<file path="config.mk">
export PLATFORM = sky130hd
export DESIGN_NAME = gate_ctrl
export DESIGN_NICKNAME = d
export VERILOG_FILES = /design/src/rtl/parking_pkg.sv /design/src/rtl/gate_fsm.sv /design/src/rtl/gate_ctrl.sv
export SDC_FILE = /design/constraint.sdc
export NUM_CORES = 1
export LEC_CHECK = 0
export CAP_MARGIN = 20
export CORE_AREA = 4 4 48 46
export CTS_CLUSTER_DIAMETER = 30
export DETAILED_ROUTE_END_ITERATION = 8
export DIE_AREA = 0 0 52 50
export PLACE_DENSITY_LB_ADDON = 0.25
export SETUP_SLACK_MARGIN = 0.3
export SLEW_MARGIN = 10
export SYNTH_ARGS = -nofsm -noshare
export SYNTH_HDL_FRONTEND = slang
export SYNTH_SLANG_ARGS = --single-unit
</file>
<file path="constraint.sdc">
create_clock -name clk -period 0.95 [get_ports clk]
set_input_delay 0.19 -clock clk [delete_from_list [all_inputs] [get_ports clk]]
set_output_delay 0.19 -clock clk [all_outputs]
set_load 0.05 [all_outputs]
</file>
<file path="src/rtl/parking_pkg.sv">
// Shared types and default sizing for the parking-lot gate sequencer.
// Constants are the defaults picked up by gate_ctrl's parameters.
package parking_pkg;

   typedef enum logic [1:0] {
      IDLE = 2'd0,
      OPEN = 2'd1,
      PASS = 2'd2
   } gate_state_t;

   localparam int MAX_CARS  = 3;
   localparam int LAST_HOUR = 7;

   // A gate asks for its pulse only once the car has fully cleared.
   function automatic logic is_req(input gate_state_t st);
      return st == PASS;
   endfunction

endpackage

</file>
<file path="src/rtl/gate_fsm.sv">
// One gate's IDLE -> OPEN -> PASS sequencer; the top instantiates it per gate
// and arbitrates the PASS requests so pulses never collide.
module gate_fsm
   import parking_pkg::*;
(
   input  logic        clk,
   input  logic        reset,
   input  logic        sensor_i,
   input  logic        permit_i,
   input  logic        grant_i,
   output logic        req_o,
   output logic        open_o,
   output gate_state_t state_o
);

   gate_state_t state_q;
   logic        open_q;

   always_ff @(posedge clk or posedge reset) begin
      if (reset) begin
         state_q <= IDLE;
         open_q  <= 1'b0;
      end else begin
         case (state_q)
            IDLE: begin
               // Permit is checked only here, so a car already inside the
               // gate finishes even if the lot fills or the day ends.
               if (sensor_i && permit_i) begin
                  state_q <= OPEN;
                  open_q  <= 1'b1;
               end
            end
            OPEN: begin
               if (!sensor_i) state_q <= PASS;
            end
            PASS: begin
               if (grant_i) begin
                  state_q <= IDLE;
                  open_q  <= 1'b0;
               end
            end
            default: begin
               state_q <= IDLE;
               open_q  <= 1'b0;
            end
         endcase
      end
   end

   assign req_o   = is_req(state_q);
   assign open_o  = open_q;
   assign state_o = state_q;

endmodule

</file>
<file path="src/rtl/gate_ctrl.sv">
// Gate sequencing ahead of the parking datapath: synchronizes sensors and the
// hour key, runs both gate FSMs, arbitrates their pulses, and tracks the hour.
module gate_ctrl #(
   parameter int MAX_CARS  = parking_pkg::MAX_CARS,
   parameter int LAST_HOUR = parking_pkg::LAST_HOUR
) (
   input  logic       clk,
   input  logic       reset,
   input  logic       entry_sensor,
   input  logic       exit_sensor,
   input  logic       hour_key,
   input  logic [1:0] currCar,
   output logic       entrance_gate,
   output logic       exit_gate,
   output logic       entry_open,
   output logic       exit_open,
   output logic       full,
   output logic [2:0] hour,
   output logic       day_done
);

   import parking_pkg::*;

   // Bit order in the synchronizer: {hour_key, exit, entry}.
   logic [2:0]  sync1_q, sync2_q;
   logic        key_prev_q;
   logic [2:0]  hour_q;
   logic        day_done_q;
   logic        entr_pulse_q, exit_pulse_q;

   logic        entry_s, exit_s, key_s, key_rise;
   logic        entry_permit, exit_permit;
   logic        entry_req, exit_req;
   logic        entry_grant, exit_grant;
   gate_state_t entry_state, exit_state;

   always_ff @(posedge clk or posedge reset) begin
      if (reset) begin
         sync1_q <= '0;
         sync2_q <= '0;
      end else begin
         sync1_q <= {hour_key, exit_sensor, entry_sensor};
         sync2_q <= sync1_q;
      end
   end

   assign entry_s  = sync2_q[0];
   assign exit_s   = sync2_q[1];
   assign key_s    = sync2_q[2];
   assign key_rise = key_s && !key_prev_q;

   assign full         = (currCar == 2'(MAX_CARS));
   assign entry_permit = !full && !day_done_q;
   assign exit_permit  = (currCar != 2'd0);

   gate_fsm u_entry (
      .clk      (clk),
      .reset    (reset),
      .sensor_i (entry_s),
      .permit_i (entry_permit),
      .grant_i  (entry_grant),
      .req_o    (entry_req),
      .open_o   (entry_open),
      .state_o  (entry_state)
   );

   gate_fsm u_exit (
      .clk      (clk),
      .reset    (reset),
      .sensor_i (exit_s),
      .permit_i (exit_permit),
      .grant_i  (exit_grant),
      .req_o    (exit_req),
      .open_o   (exit_open),
      .state_o  (exit_state)
   );

   // Exit wins a tie; the entry request simply waits one more cycle in PASS.
   assign exit_grant  = exit_req;
   assign entry_grant = entry_req && !exit_req;

   always_ff @(posedge clk or posedge reset) begin
      if (reset) begin
         entr_pulse_q <= 1'b0;
         exit_pulse_q <= 1'b0;
      end else begin
         entr_pulse_q <= entry_grant;
         exit_pulse_q <= exit_grant;
      end
   end

   always_ff @(posedge clk or posedge reset) begin
      if (reset) begin
         key_prev_q <= 1'b0;
         hour_q     <= '0;
         day_done_q <= 1'b0;
      end else begin
         key_prev_q <= key_s;
         if (key_rise) begin
            if (hour_q < 3'(LAST_HOUR)) hour_q <= hour_q + 3'd1;
            else                        day_done_q <= 1'b1;
         end
      end
   end

   assign entrance_gate = entr_pulse_q;
   assign exit_gate     = exit_pulse_q;
   assign hour          = hour_q;
   assign day_done      = day_done_q;

   a_one_pulse: assert property (@(posedge clk) disable iff (reset)
      !(entr_pulse_q && exit_pulse_q));
   a_entry_hold: assert property (@(posedge clk) disable iff (reset)
      (entry_state == IDLE && !entry_permit) |=> entry_state == IDLE);
   a_exit_hold: assert property (@(posedge clk) disable iff (reset)
      (exit_state == IDLE && !exit_permit) |=> exit_state == IDLE);

endmodule

</file>
* Word-level counts from Yosys, hierarchy flattened
Cells that the tools add are included.
** Word-level totals
- Register bits after elaboration :: 19
- Latch bits :: 0
- RAM bits :: 0
- Memory bits (read-only) :: 0
- Input bits :: 7
- Output and inout port bits :: 9
- Logic and storage cells :: 56
- Memories :: 0
** Operators by class
- Add/sub/neg operators :: 1
- Multiply operators :: 0
- Divide/modulo/power cells :: 0
- Magnitude comparators :: 1
- Eq/ne operators :: 10
- Shift operators :: 0
- Muxes and demuxes :: 12
- Bitwise logic cells :: 3
- Reduce and logical (&&, ||, !) cells :: 18
** Operators by type and width (number)
- $mux W2 :: 5
- $reduce_and A2 Y1 :: 4
- $eq A2 B2 Y1 const B :: 3
- $ne A2 B1 Y1 const B :: 3
- $pmux W2 S3 :: 1
- $reduce_and A3 Y1 :: 2
- $logic_and A1 B1 Y1 :: 5
- $eq A2 B1 Y1 const B :: 2
- $logic_not A1 Y1 :: 4
- $logic_not A2 Y1 :: 2
- $ne A2 B2 Y1 const B :: 2
- $pmux W2 S2 :: 1
- $add A3 B1 Y3 const B :: 1
- $lt A3 B3 Y1 const B :: 1
- $mux W1 :: 3
- $not A1 Y1 :: 3
- $pmux W1 S3 :: 1
- $pmux W1 S2 :: 1
- $reduce_bool A2 Y1 :: 1

* Logic depth before layout (Yosys ltp)
Gate-level depths: netlist (run 1).
- Depth in word-level cells :: 6
- Depth in mapped cells :: 4
- Gate-level depth less buffers :: 4

* By module
A second synthesis (run 1) with hierarchy kept.
** Second synthesis, totals
- Cell total of the unflattened synthesis :: 57
- Area, all modules :: 714.4 um^2
** Modules (own cells, without submodules)
- gate_ctrl :: times used 1, cells an instance 31, area an instance 439.2 um^2, sequential area each 325.3 um^2
- gate_fsm :: times used 2, cells an instance 13, area an instance 137.6 um^2, sequential area each 75.1 um^2

* Least setup slack after synthesis (run 1)
OpenSTA, ideal clock, no wires.
- Kind :: reg2reg
- From :: register hour_q[0] (netlist: hour[0])
- To :: register hour_q[1] (netlist: hour[1])
- Setup time :: 121 ps
- Data arrival time :: 1192 ps
- Data required time :: 829 ps
- Setup slack :: -364 ps
- Stages on the path, launching flop included :: 3
- Path buffers :: 0
- Period minus slack after synthesis :: 1314 ps
- Cells stage by stage :: dfrtp_1 > ha_1 > a22o_1
** On the way
- Word-level cells in the longest chain between the ends :: 2
- Elaborated cells on any way between the ends :: 3
- Classes of those cells :: add/sub (1); order compare (1); reduce/logical (1)
** Ends and longest elaborated chain
- from (decl) :: RTL line gate_ctrl.sv:27 : logic [2:0] hour_q;
- from (signal assigned) :: RTL line gate_ctrl.sv:100 : if (hour_q < 3'(LAST_HOUR)) hour_q <= hour_q + 3'd1;
- $lt A3 B3 Y1 :: RTL line gate_ctrl.sv:100
- $reduce_and A2 Y1 (no line)
Parallel ways exist; a longest one is shown, timed or not.
A chain may end at the register's enable or synchronous reset.

* Worst setup path after layout (run 1)
- From :: register hour_q[1] (netlist: hour[1])
- To :: output hour[1]
** RTL lines
- to (decl) :: RTL line gate_ctrl.sv:18 : output logic [2:0] hour,
No word-level cell between the ends.

==> qor.yml, run 1 <==
outcome:
  status: "finished with violations"
  violations: "negative setup slack"
routing:
  first_pass_iters: 4
  ant_nets: 0
  drt_iter0_drc: 5
  drc: 0
  vias_per_cell: 4.74
  wl_per_cell_um: 12.7
  vias: 536
  routed_wl_um: 1430
min_path:
  hold_class: "in2async"
synth:
  ys_warn_count: 0
  yosysSeqAreaShare: 0.687
  synth_cell_types: 20
  syn_nets: 63
  syn_inst: 55
  synth.ff_latch_count: 19
  synth_area_per_cell_um2: 12.6
  syn-cell-area_um2: 692
floorplan:
  core_um2: 1660
  ios: 16
  die_x_um: 52
  row_count: 14
  die_height_um: 50
  start_util: 0.416
  die_area_um2: 2600
sta:
  slew_headroom: 0.864
  slew_violations: 0
  tns_ns: -1.58
  setup_violations: 14
  finalClockSkew_ns: 0.00326
  worst_pin_slew_ns: 0.204
  fmax_mhz: 861
  finalWorstSetupSlack_ns: -0.212
  finalCritPeriodShare: 1.22
  finalHoldViolations: 0
  min_period_ns: 1.16
  rsz0062_at_grt: "true"
clock_tree:
  clk_latency_ns: 0.29
  cts_root_buf: "clkbuf_4"
  cts_tree: "built"
  numCtsBuffers: 3
  cts.reportedPaths.clkPinSlew_ns: 0.11
  h-tree-depth: 1
  ctsHoldBuffers: 0
  clock_sinks: 19
  cts_buffer_depth: 2
worst_setup_path:
  r2r_slack_ns: -0.14
  reg2reg_depth: 3
  critPathCaptureType: "output pin"
  crit_path_max_fanout: 2
  r2r-end: "hour[1]"
  crit_type: "reg2out"
  crit_required_ns: 0.76
  cp-start-kind: "flop"
  r2r_start: "hour[1]"
  arrival_ns: 0.97
pwr:
  pwr-share-seq: 0.335
  powerDensity_nw_per_um2: 2740
  switching_share: 0.369
  p_comb_frac: 0.547
  power_w: 0.00343
  clock_power_share: 0.118
  ir_drop_mv: 3.11
  power_switching_w: 0.00126
  p_leak_nw: 0.550
  internal_power_w: 0.00216
global_route:
  grt_pass1_vias: 528
  grt_pass1_wl_um: 2480
  gr-total-overflow: 0
  grt_usage: 0.135
  grt_max_degree: 20
  antenna_found_initial: 0
place:
  io_buffers: 15
  dp_hpwl_um: 956
  gp_congestion: 0.736
finish:
  area_growth_pct: 80.8
  drive_gt1_frac: 0.663
  fin_nets: 98
  diodes: 0
job:
  cap_viol_max_count: 0
[metrics by stage]
stage | setup slack [ns] | utilization | hold WS (ns) | instance area, um2 | cells
4_1_cts | -0.224 | 0.728 | 0.192 | 1210 | 112
5_1_grt | -0.257 | 0.752 | 0.201 | 1250 | 113
3_5_place_dp | -0.267 | 0.641 | 0.338 | 1070 | 101
2_1_floorplan | -0.162 | - | 0.141 | 736 | 55
6_report | -0.212 | 0.752 | 0.193 | 1250 | 113
3_3_place_gp | -0.244 | 0.641 | 0.332 | 1070 | 101
[final cells by class]
| class | count | area [um2] |
|---|---|---|
| clock buffer | 3 | 22.5 |
| timing repair buffer | 31 | 409 |
| sequential | 19 | 488 |
| multi-input combinational | 32 | 280 |
| clock inverter | 1 | 5.00 |
| fill | 110 | 413 |
| tap | 24 | 30.0 |
| inverter | 3 | 16.3 |
[flip-flops by register name (all words and copies together) (netlist names), 2 cells and up]
signal and cells:
hour 3, sync1_q 3, sync2_q 3, u_entry.state_o 2
u_exit.state_o 2
[metal layers]
layer  track usage  routed length [um]
met5             0                   0
met4        0.0786                  18
met3        0.0361                  77
met2         0.182                 666
met1         0.190                 668
[synth_stat cells (all sizes together)]
cell / number / share of area
nor2: 6 / 0.033
dfrtp: 19 / 0.69
nor2b: 1 / 0.020
inv: 3 / 0.016
nand3: 1 / 0.0072
a31oi: 2 / 0.018
o21ai: 2 / 0.014
nand2b: 2 / 0.018
nor3: 1 / 0.0072
or2: 1 / 0.0090
nand2: 5 / 0.027
a21oi: 2 / 0.014
a41o: 1 / 0.014
and2: 1 / 0.011
ha: 1 / 0.018
buf: 1 / 0.016
a22o: 2 / 0.025
o21a: 1 / 0.011
nor3b: 2 / 0.022
a21boi: 1 / 0.011
[cell families (layout without fill, tap and decap cells)]
group                    Yosys count  after routing  synth area share
AO/OA/AOI/OAI                     11             11             0.109
adder cells (fa/ha/maj)            1              1            0.0181
buffers and inverters              4             38            0.0325
flip-flops                        19             19             0.687
AND/OR/NAND/NOR                   20             20             0.154
[worst max path at each step]
stage,from,end,slack [ns],cells after the start
2_1_floorplan,hour[0],hour[1],-0.16,2
3_3_place_gp,currCar[0],u_exit.open_o,-0.24,4
3_5_place_dp,currCar[0],u_exit.open_o,-0.27,4
4_1_cts,hour[1],hour[1],-0.22,2
5_1_grt,hour[0],hour[0],-0.26,2
6_report,hour[1],hour[1],-0.21,2
[power groups by stage]
stage	logic, W	registers (W)	clock network, W
global route	0.00198	0.00117	0.000461
finish	0.00188	0.00115	0.000404
CTS	0.00179	0.00114	0.000424
global placement	0.00144	0.00119	0
detailed placement	0.00147	0.00121	0
floorplan	0.000303	0.00157	0
[critical path, cell delays in order, from the launching register on]
cell     delay (ns)
dfrtp_2        0.43
buf_6          0.12
buf_12         0.13
[cells in the final DEF (no fill, tap or decap)]
cell type and count:
buf_6 11, dfrtp_2 10, buf_12 10, dfrtp_1 9, buf_4 6, nand2_1 4
clkdlybuf4s50_1 4, nor2_1 3, clkbuf_4 3, nand2b_4 2, a22o_1 2, inv_4 2
a31oi_1 2, nor2_4 2, nor3b_2 2, o21ai_2 1, a21oi_4 1, nor2_2 1
or2_1 1, nor2b_4 1, nand2_2 1, nand3_1 1, o21a_1 1, and2_4 1
inv_1 1, nor3_2 1, o21ai_1 1, a41o_1 1, a21boi_2 1, a21oi_2 1
ha_4 1, clkinv_2 1
[timing repair]
| item | CTS | global route |
|---|---|---|
| pin swaps | 6 | 4 |
| cloned | 0 | 0 |
| endpoints found under the setup margin | 21 | 21 |
| buffers inserted | 7 | 1 |
| resized for setup | 28 | 9 |
| hold endpoints to repair | 0 | 0 |
(Power assumes the default switching activity.)
==> run 2: changes to the inputs <==
--- a/config.mk
+++ b/config.mk
@@ -6,10 +6,11 @@
 export NUM_CORES = 1
 export LEC_CHECK = 0
 export CAP_MARGIN = 20
-export CORE_AREA = 4 4 48 46
-export CTS_CLUSTER_DIAMETER = 30
+export CORE_AREA = 4 4 46 48
+export CTS_CLUSTER_DIAMETER = 40
+export CTS_CLUSTER_SIZE = 25
 export DETAILED_ROUTE_END_ITERATION = 8
-export DIE_AREA = 0 0 52 50
+export DIE_AREA = 0 0 50 52
 export PLACE_DENSITY_LB_ADDON = 0.25
 export SETUP_SLACK_MARGIN = 0.3
 export SLEW_MARGIN = 10
==> run 2 against run 1 <==
  * The flow still finishes with violations (negative setup slack)
  * Sequential share of layout area up 0.39 points
  * Maximum frequency down 1.7%
  * Sequential power about the same
  * Total power up 0.29%
  * Clock skew up 0.0020 ns
  * Final cell count up 0.88%
  * Clock power down 1%
  * Flip-flop and latch count unchanged
  * Critical endpoint unchanged
  * Highest routed layer unchanged
==> qor.yml, run 2 (synthesis gave the netlist of run 1 again) <==
clock_tree:
  clock_sinks: 19  # unchanged
  clk_latency_ns: 0.29  # about the same
  cts_root_buf: "clkbuf_4"
  ctsHoldBuffers: 0  # unchanged
  cts_buffer_depth: 2  # unchanged
  cts_tree: "built"
  numCtsBuffers: 3  # unchanged
  cts.reportedPaths.clkPinSlew_ns: 0.11  # about the same
  h-tree-depth: 1  # unchanged
floorplan:
  die_x_um: 50  # -3.8%
  row_count: 15  # +1
  ios: 16  # unchanged
  die_area_um2: 2600  # unchanged
  die_height_um: 52  # +4.0%
  core_um2: 1710  # +2.6%
  start_util: 0.405  # -0.0107
routing:
  vias_per_cell: 4.64  # -2.2%
  wl_per_cell_um: 13.2  # +4.5%
  vias: 529  # -1.3%
  ant_nets: 0  # unchanged
  routed_wl_um: 1510  # +5.4%
  drt_iter0_drc: 2  # -3
  first_pass_iters: 4  # unchanged
  drc: 0  # unchanged
sta:
  finalWorstSetupSlack_ns: -0.232  # -0.0203 ns
  min_period_ns: 1.18  # +0.0203 ns
  tns_ns: -1.79  # -0.218 ns
  slew_violations: 0  # unchanged
  fmax_mhz: 846  # -1.7%
  fin_hold_ws_ns: 0.201  # +0.00826 ns
  slew_headroom: 0.860  # -0.00409
  finalHoldViolations: 0  # unchanged
  rsz0062_at_grt: "true"
  finalClockSkew_ns: 0.00524  # +0.00198 ns
  finalCritPeriodShare: 1.24  # +0.0214
  worst_pin_slew_ns: 0.209  # +0.00568 ns
  setup_violations: 14  # unchanged
finish:
  num-fill-cells: 112  # +1.8%
  multi_input_area_um2: 270  # -3.6%
  diodes: 0  # unchanged
  area_growth_pct: 78.1
  fin_cells: 114  # +0.88%
  final_cell_mix: "11 x dfrtp_1, 10 x buf_12, 9 x buf_6, 8 x dfrtp_2, 8 x buf_4"
  fin_nets: 98  # unchanged
  final_common_cell: "dfrtp_1"
  stdcell_area_um2: 1230  # -1.5%
  final-seq-area_um2: 485  # -0.51%
  drive_gt1_frac: 0.629  # -0.0337
  fin_util: 0.722  # -0.0303
place:
  dpl.cell_count: 101  # unchanged
  place_area_um2: 1060  # -0.59%
  io_buffers: 15  # unchanged
  gp_congestion: 0.804  # +9.2%
  dp_hpwl_um: 995  # +4.0%
worst_setup_path:
  cp-start-kind: "flop"
  r2r-end: "hour[0]"
  critPathCaptureType: "output pin"
  crit_path_max_fanout: 2  # unchanged
  r2r_slack_ns: -0.17  # -0.03 ns
  arrival_ns: 0.99  # +0.02 ns
  r2r_start: "hour[1]"
  reg2reg_depth: 6  # +3
  crit_type: "reg2out"
  crit_required_ns: 0.76  # about the same
outcome:
  status: "finished with violations"
  violations: "negative setup slack"
job:
  cap_viol_max_count: 0  # unchanged
pwr:
  ir_drop_mv: 1.87  # -40%
  p_leak_nw: 0.550  # about the same
  powerDensity_nw_per_um2: 2790  # +1.8%
global_route:
  grt_pass1_vias: 539  # +2.1%
  grt_max_degree: 20  # unchanged
  grt_usage: 0.132  # -0.00274
  antenna_found_initial: 0  # unchanged
  gr-total-overflow: 0  # unchanged
  grt_pass1_wl_um: 2390  # -3.6%
min_path:
  hold_class: "in2async"
[run 2: layout make-up]
class,count,share of cell area
Clock buffer,3,0.0183
Sequential cell,19,0.394
Clock inverter,1,0.00406
Inverter,3,0.0132
Multi-Input combinational cell,32,0.219
Timing Repair Buffer,31,0.326
Tap cell,25,0.0254
[run 2: what timing repair did]
item | in CTS | in global routing
pin swaps | 6 | 5
setup endpoints to repair | 21 | 21
cloned | 0 | 0
setup buffers | 6 | 3
gates resized for setup | 25 | 6
[run 2: worst max-delay path by stage]
| stage | to | startpoint | cells past startpoint |
|---|---|---|---|
| 3_5_place_dp | u_exit.open_o | currCar[0] | 4 |
| 4_1_cts | hour[1] | hour[1] | 2 |
| 6_report | hour[1] | hour[1] | 2 |
| 5_1_grt | hour[1] | hour[1] | 2 |
| 2_1_floorplan | hour[1] | hour[0] | 2 |
| 3_3_place_gp | u_exit.open_o | currCar[0] | 4 |
[run 2: power breakdown]
part           leakage, nW  switching (W)  total (W)  internal [W]
Combinational        0.313       0.000859    0.00188       0.00102
Clock               0.0177       0.000241   0.000398      0.000157
Sequential           0.220       0.000176    0.00116      0.000985
[run 2: through the flow]
step / worst slack, ns / power [W]
2_1_floorplan: -0.162 / 0.00187
3_3_place_gp: -0.238 / 0.00262
3_5_place_dp: -0.262 / 0.00266
4_1_cts: -0.235 / 0.00332
5_1_grt: -0.272 / 0.00364
6_report: -0.232 / 0.00344
[run 2: critical path, cell delays in order, from the launching register on]
cell     delay (ns)
dfrtp_2        0.44
buf_6          0.13
buf_12         0.14
[run 2: layer usage]
metal  vias up  global-route usage  part of all wire
met5         -                   0                 0
li1        251                   -                 -
met3         4              0.0258             0.035
met1       259               0.133              0.38
met4         0               0.124             0.032
met2        15               0.228              0.55
==> run 3: changes to the inputs <==
--- a/config.mk
+++ b/config.mk
@@ -5,15 +5,15 @@
 export SDC_FILE = /design/constraint.sdc
 export NUM_CORES = 1
 export LEC_CHECK = 0
+export ABC_AREA = 1
 export CAP_MARGIN = 20
-export CORE_AREA = 4 4 46 48
+export CORE_AREA = 4 4 47 49
 export CTS_CLUSTER_DIAMETER = 40
 export CTS_CLUSTER_SIZE = 25
 export DETAILED_ROUTE_END_ITERATION = 8
-export DIE_AREA = 0 0 50 52
+export DIE_AREA = 0 0 51 53
 export PLACE_DENSITY_LB_ADDON = 0.25
 export SETUP_SLACK_MARGIN = 0.3
-export SLEW_MARGIN = 10
 export SYNTH_ARGS = -nofsm -noshare
 export SYNTH_HDL_FRONTEND = slang
 export SYNTH_SLANG_ARGS = --single-unit
==> run 3 against run 2 <==
  * The run still ends with negative setup slack left
  * First-iteration DRC count grew to 3.0 times the previous value
  * Non-clock buffer count is 2 lower
  * Clock skew is 0.0045 ns lower
  * Global-route usage is 2.9 points lower
  * Combinational power is 2% higher
  * Worst setup slack better by 0.015 ns
  * Total power is 2.9% higher
  * Sequential share of layout area is 0.49 points lower
  * Area after synthesis is 2.7% higher
  * Core utilization is 5.0 points lower
  * Hold slack better by 0.0077 ns
  * Synthesized cell count is 29% higher
  * Critical path type unchanged
  * Highest routed layer unchanged
==> qor.yml, run 3 <==
outcome:
  status: "finished with violations"
  violations: "negative setup slack"
clock_tree:
  numCtsBuffers: 3  # unchanged
  clk_latency_ns: 0.29  # about the same
  h-tree-depth: 1  # unchanged
  cts_tree: "built"
  ctsHoldBuffers: 0  # unchanged
  clock_sinks: 19  # unchanged
  cts_root_buf: "clkbuf_4"
  cts_buffer_depth: 2  # unchanged
  cts.reportedPaths.clkPinSlew_ns: 0.10  # about the same
routing:
  routed_wl_um: 1350  # -11%
  wl_per_cell_um: 10.3  # -22%
  drc: 0  # unchanged
  vias_per_cell: 4.50  # -3.1%
  drt_iter0_drc: 6  # +4
  ant_nets: 0  # unchanged
  first_pass_iters: 2  # -2
  vias: 589  # +11%
worst_setup_path:
  crit_path_max_fanout: 2  # unchanged
  worst_path_dominant_cell_family: "flip-flops"
  critPathCaptureType: "output pin"
  crit_path_top_delay_cell: "dfrtp_2"
  crit_type: "reg2out"
  crit_required_ns: 0.76  # about the same
  r2r_slack_ns: -0.11  # +0.06 ns
  critical_path.cell_chain: "buf_6 > buf_12"
  cp-start-kind: "flop"
  critPathMaxStageDelay_ns: 0.43  # about the same
  crit_buf_inv: 2  # unchanged
  arrival_ns: 0.98  # about the same
sta:
  setup_violations: 11  # -3
  finalCritPeriodShare: 1.23  # -0.0159
  tns_ns: -1.35  # +0.439 ns
  rsz0062_at_grt: "true"
  fmax_mhz: 857  # +1.3%
  slew_violations: 0  # unchanged
  finalClockSkew_ns: 0.000763  # -0.00447 ns
  worst_pin_slew_ns: 0.200  # -0.00962 ns
  finalHoldViolations: 0  # unchanged
  slew_headroom: 0.867  # +0.00671
  finalWorstSetupSlack_ns: -0.217  # +0.0151 ns
  min_period_ns: 1.17  # -0.0151 ns
pwr:
  internal_power_w: 0.00217  # +0.32%
  p_comb_frac: 0.542  # -0.005
  p_leak_nw: 0.573  # +4.1%
  ir_drop_mv: 1.49  # -20%
  power_w: 0.00354  # +2.9%
  powerDensity_nw_per_um2: 2830  # +1.3%
  power_switching_w: 0.00137  # +7.2%
  pwr-share-seq: 0.345  # +0.008
  clock_power_share: 0.113  # -0.003
  switching_share: 0.387  # +0.0156
place:
  io_buffers: 15  # unchanged
  dpl.cell_count: 116  # +15%
  gp_congestion: 0.761  # -5.3%
  dp_hpwl_um: 932  # -6.4%
finish:
  area_growth_pct: 76.1
  final_common_cell: "nand2_1"
  drive_gt1_frac: 0.548  # -0.0811
  num-fill-cells: 142  # +27%
  final_cell_mix: "15 x nand2_1, 10 x dfrtp_1, 10 x buf_12, 9 x dfrtp_2, 9 x buf_6"
  fin_cells: 131  # +15%
  fin_util: 0.672  # -0.0496
  final-seq-area_um2: 487  # +0.26%
  diodes: 0  # unchanged
  multi_input_area_um2: 259  # -4.2%
  fin_nets: 113  # +15%
global_route:
  grt_max_degree: 20  # unchanged
  grt_pass1_wl_um: 2010  # -16%
  gr-total-overflow: 0  # unchanged
  grt_pass1_vias: 532  # -1.3%
  grt_usage: 0.104  # -0.0285
  antenna_found_initial: 0  # unchanged
floorplan:
  ios: 16  # unchanged
  row_count: 16  # +1
  core_um2: 1860  # +9.0%
  die_height_um: 53  # +1.9%
  die_x_um: 51  # +2.0%
  start_util: 0.382  # -0.0234
  die_area_um2: 2700  # +4.0%
synth:
  synth_area_per_cell_um2: 10.0  # -20%
  yosysSeqAreaShare: 0.669  # -0.0181
  synth_largest_area_cell: "dfrtp_1"
  synth.most_common_cell: "nand2_1"
  syn-cell-area_um2: 711  # +2.7%
  synth_cell_types: 13  # -35%
  synth.ff_latch_count: 19  # unchanged
  synth_flop_cell: "dfrtp_1"
  syn_nets: 79  # +25%
  syn_inst: 71  # +29%
  ys_warn_count: 0  # unchanged
  yosys-top-cells-area: "dfrtp_1 67%, nand2_1 11%, inv_1 6.3%"
  async_flop_share: 1.00  # unchanged
  netlist_top_cells_count: "21 x nand2_1, 19 x dfrtp_1, 12 x inv_1"
  synth_top_area_share: 0.669  # -0.0181
  synth-edff-count: 0  # unchanged
job:
  cap_viol_max_count: 0  # unchanged
min_path:
  hold_class: "in2async"
## run 3: per-stage QoR
step / cell area, um2 / hold WS, ns / worst slack (ns)
CTS: 1170 / 0.205 / -0.222
floorplan: 753 / 0.141 / -0.113
finish: 1250 / 0.209 / -0.217
global placement: 1060 / 0.333 / -0.286
detailed placement: 1060 / 0.340 / -0.326
global route: 1250 / 0.200 / -0.265
## run 3: per-layer routing
metal	GRT usage	vias to the layer above	wire length, um
met5	0	-	0
met4	0.0942	0	51
met3	0.0169	6	35
met2	0.180	13	718
met1	0.107	284	543
li1	-	286	-
## run 3: worst register-to-register path, stage by stage (launching register included)
cell     delay (ns)
dfrtp_2        0.43
buf_4          0.16
ha_4           0.16
nand2_1        0.06
nand2_1        0.05
nand3_1        0.06
nand2_1        0.05
## run 3: path summary, 6_finish.rpt
check / from / cells after the start / end
worst min-delay path: reset / 3 / sync2_q[1]
min in group clk: currCar[0] / 4 / u_entry.open_o
worst max register to register: hour[1] / 6 / hour[2]
max in group asynchronous: reset / 3 / hour[1]
worst min register to register: sync1_q[0] / 0 / sync2_q[0]
worst max-delay path: hour[1] / 2 / hour[1]
## run 3: layout make-up
cell class                 count  area share
sequential                    19       0.389
clock buffer                   4      0.0210
tap                           27      0.0270
timing repair buffer          29       0.315
inverter                      12      0.0410
multi-input combinational     40       0.207
## run 3: kinds of logic after synthesis
group | share of synthesized area
AO/OA/AOI/OAI | 0.0158
adder cells (fa/ha/maj) | 0.0176
buffers and inverters | 0.0634
flip-flops | 0.669
AND/OR/NAND/NOR | 0.234
## run 3: power groups by stage
stage | Clock [W] | Combinational [W] | Sequential (W)
2_1_floorplan | 0 | 0.000328 | 0.00164
3_3_place_gp | 0 | 0.00145 | 0.00127
3_5_place_dp | 0 | 0.00147 | 0.00128
4_1_cts | 0.000419 | 0.00176 | 0.00120
5_1_grt | 0.000458 | 0.00202 | 0.00125
6_report | 0.000399 | 0.00192 | 0.00122
## run 3: timing repair
item / CTS / global route
pin swaps: 5 / 7
endpoints found under the setup margin: 21 / 21
setup buffers: 7 / 4
gates resized for setup: 21 / 15
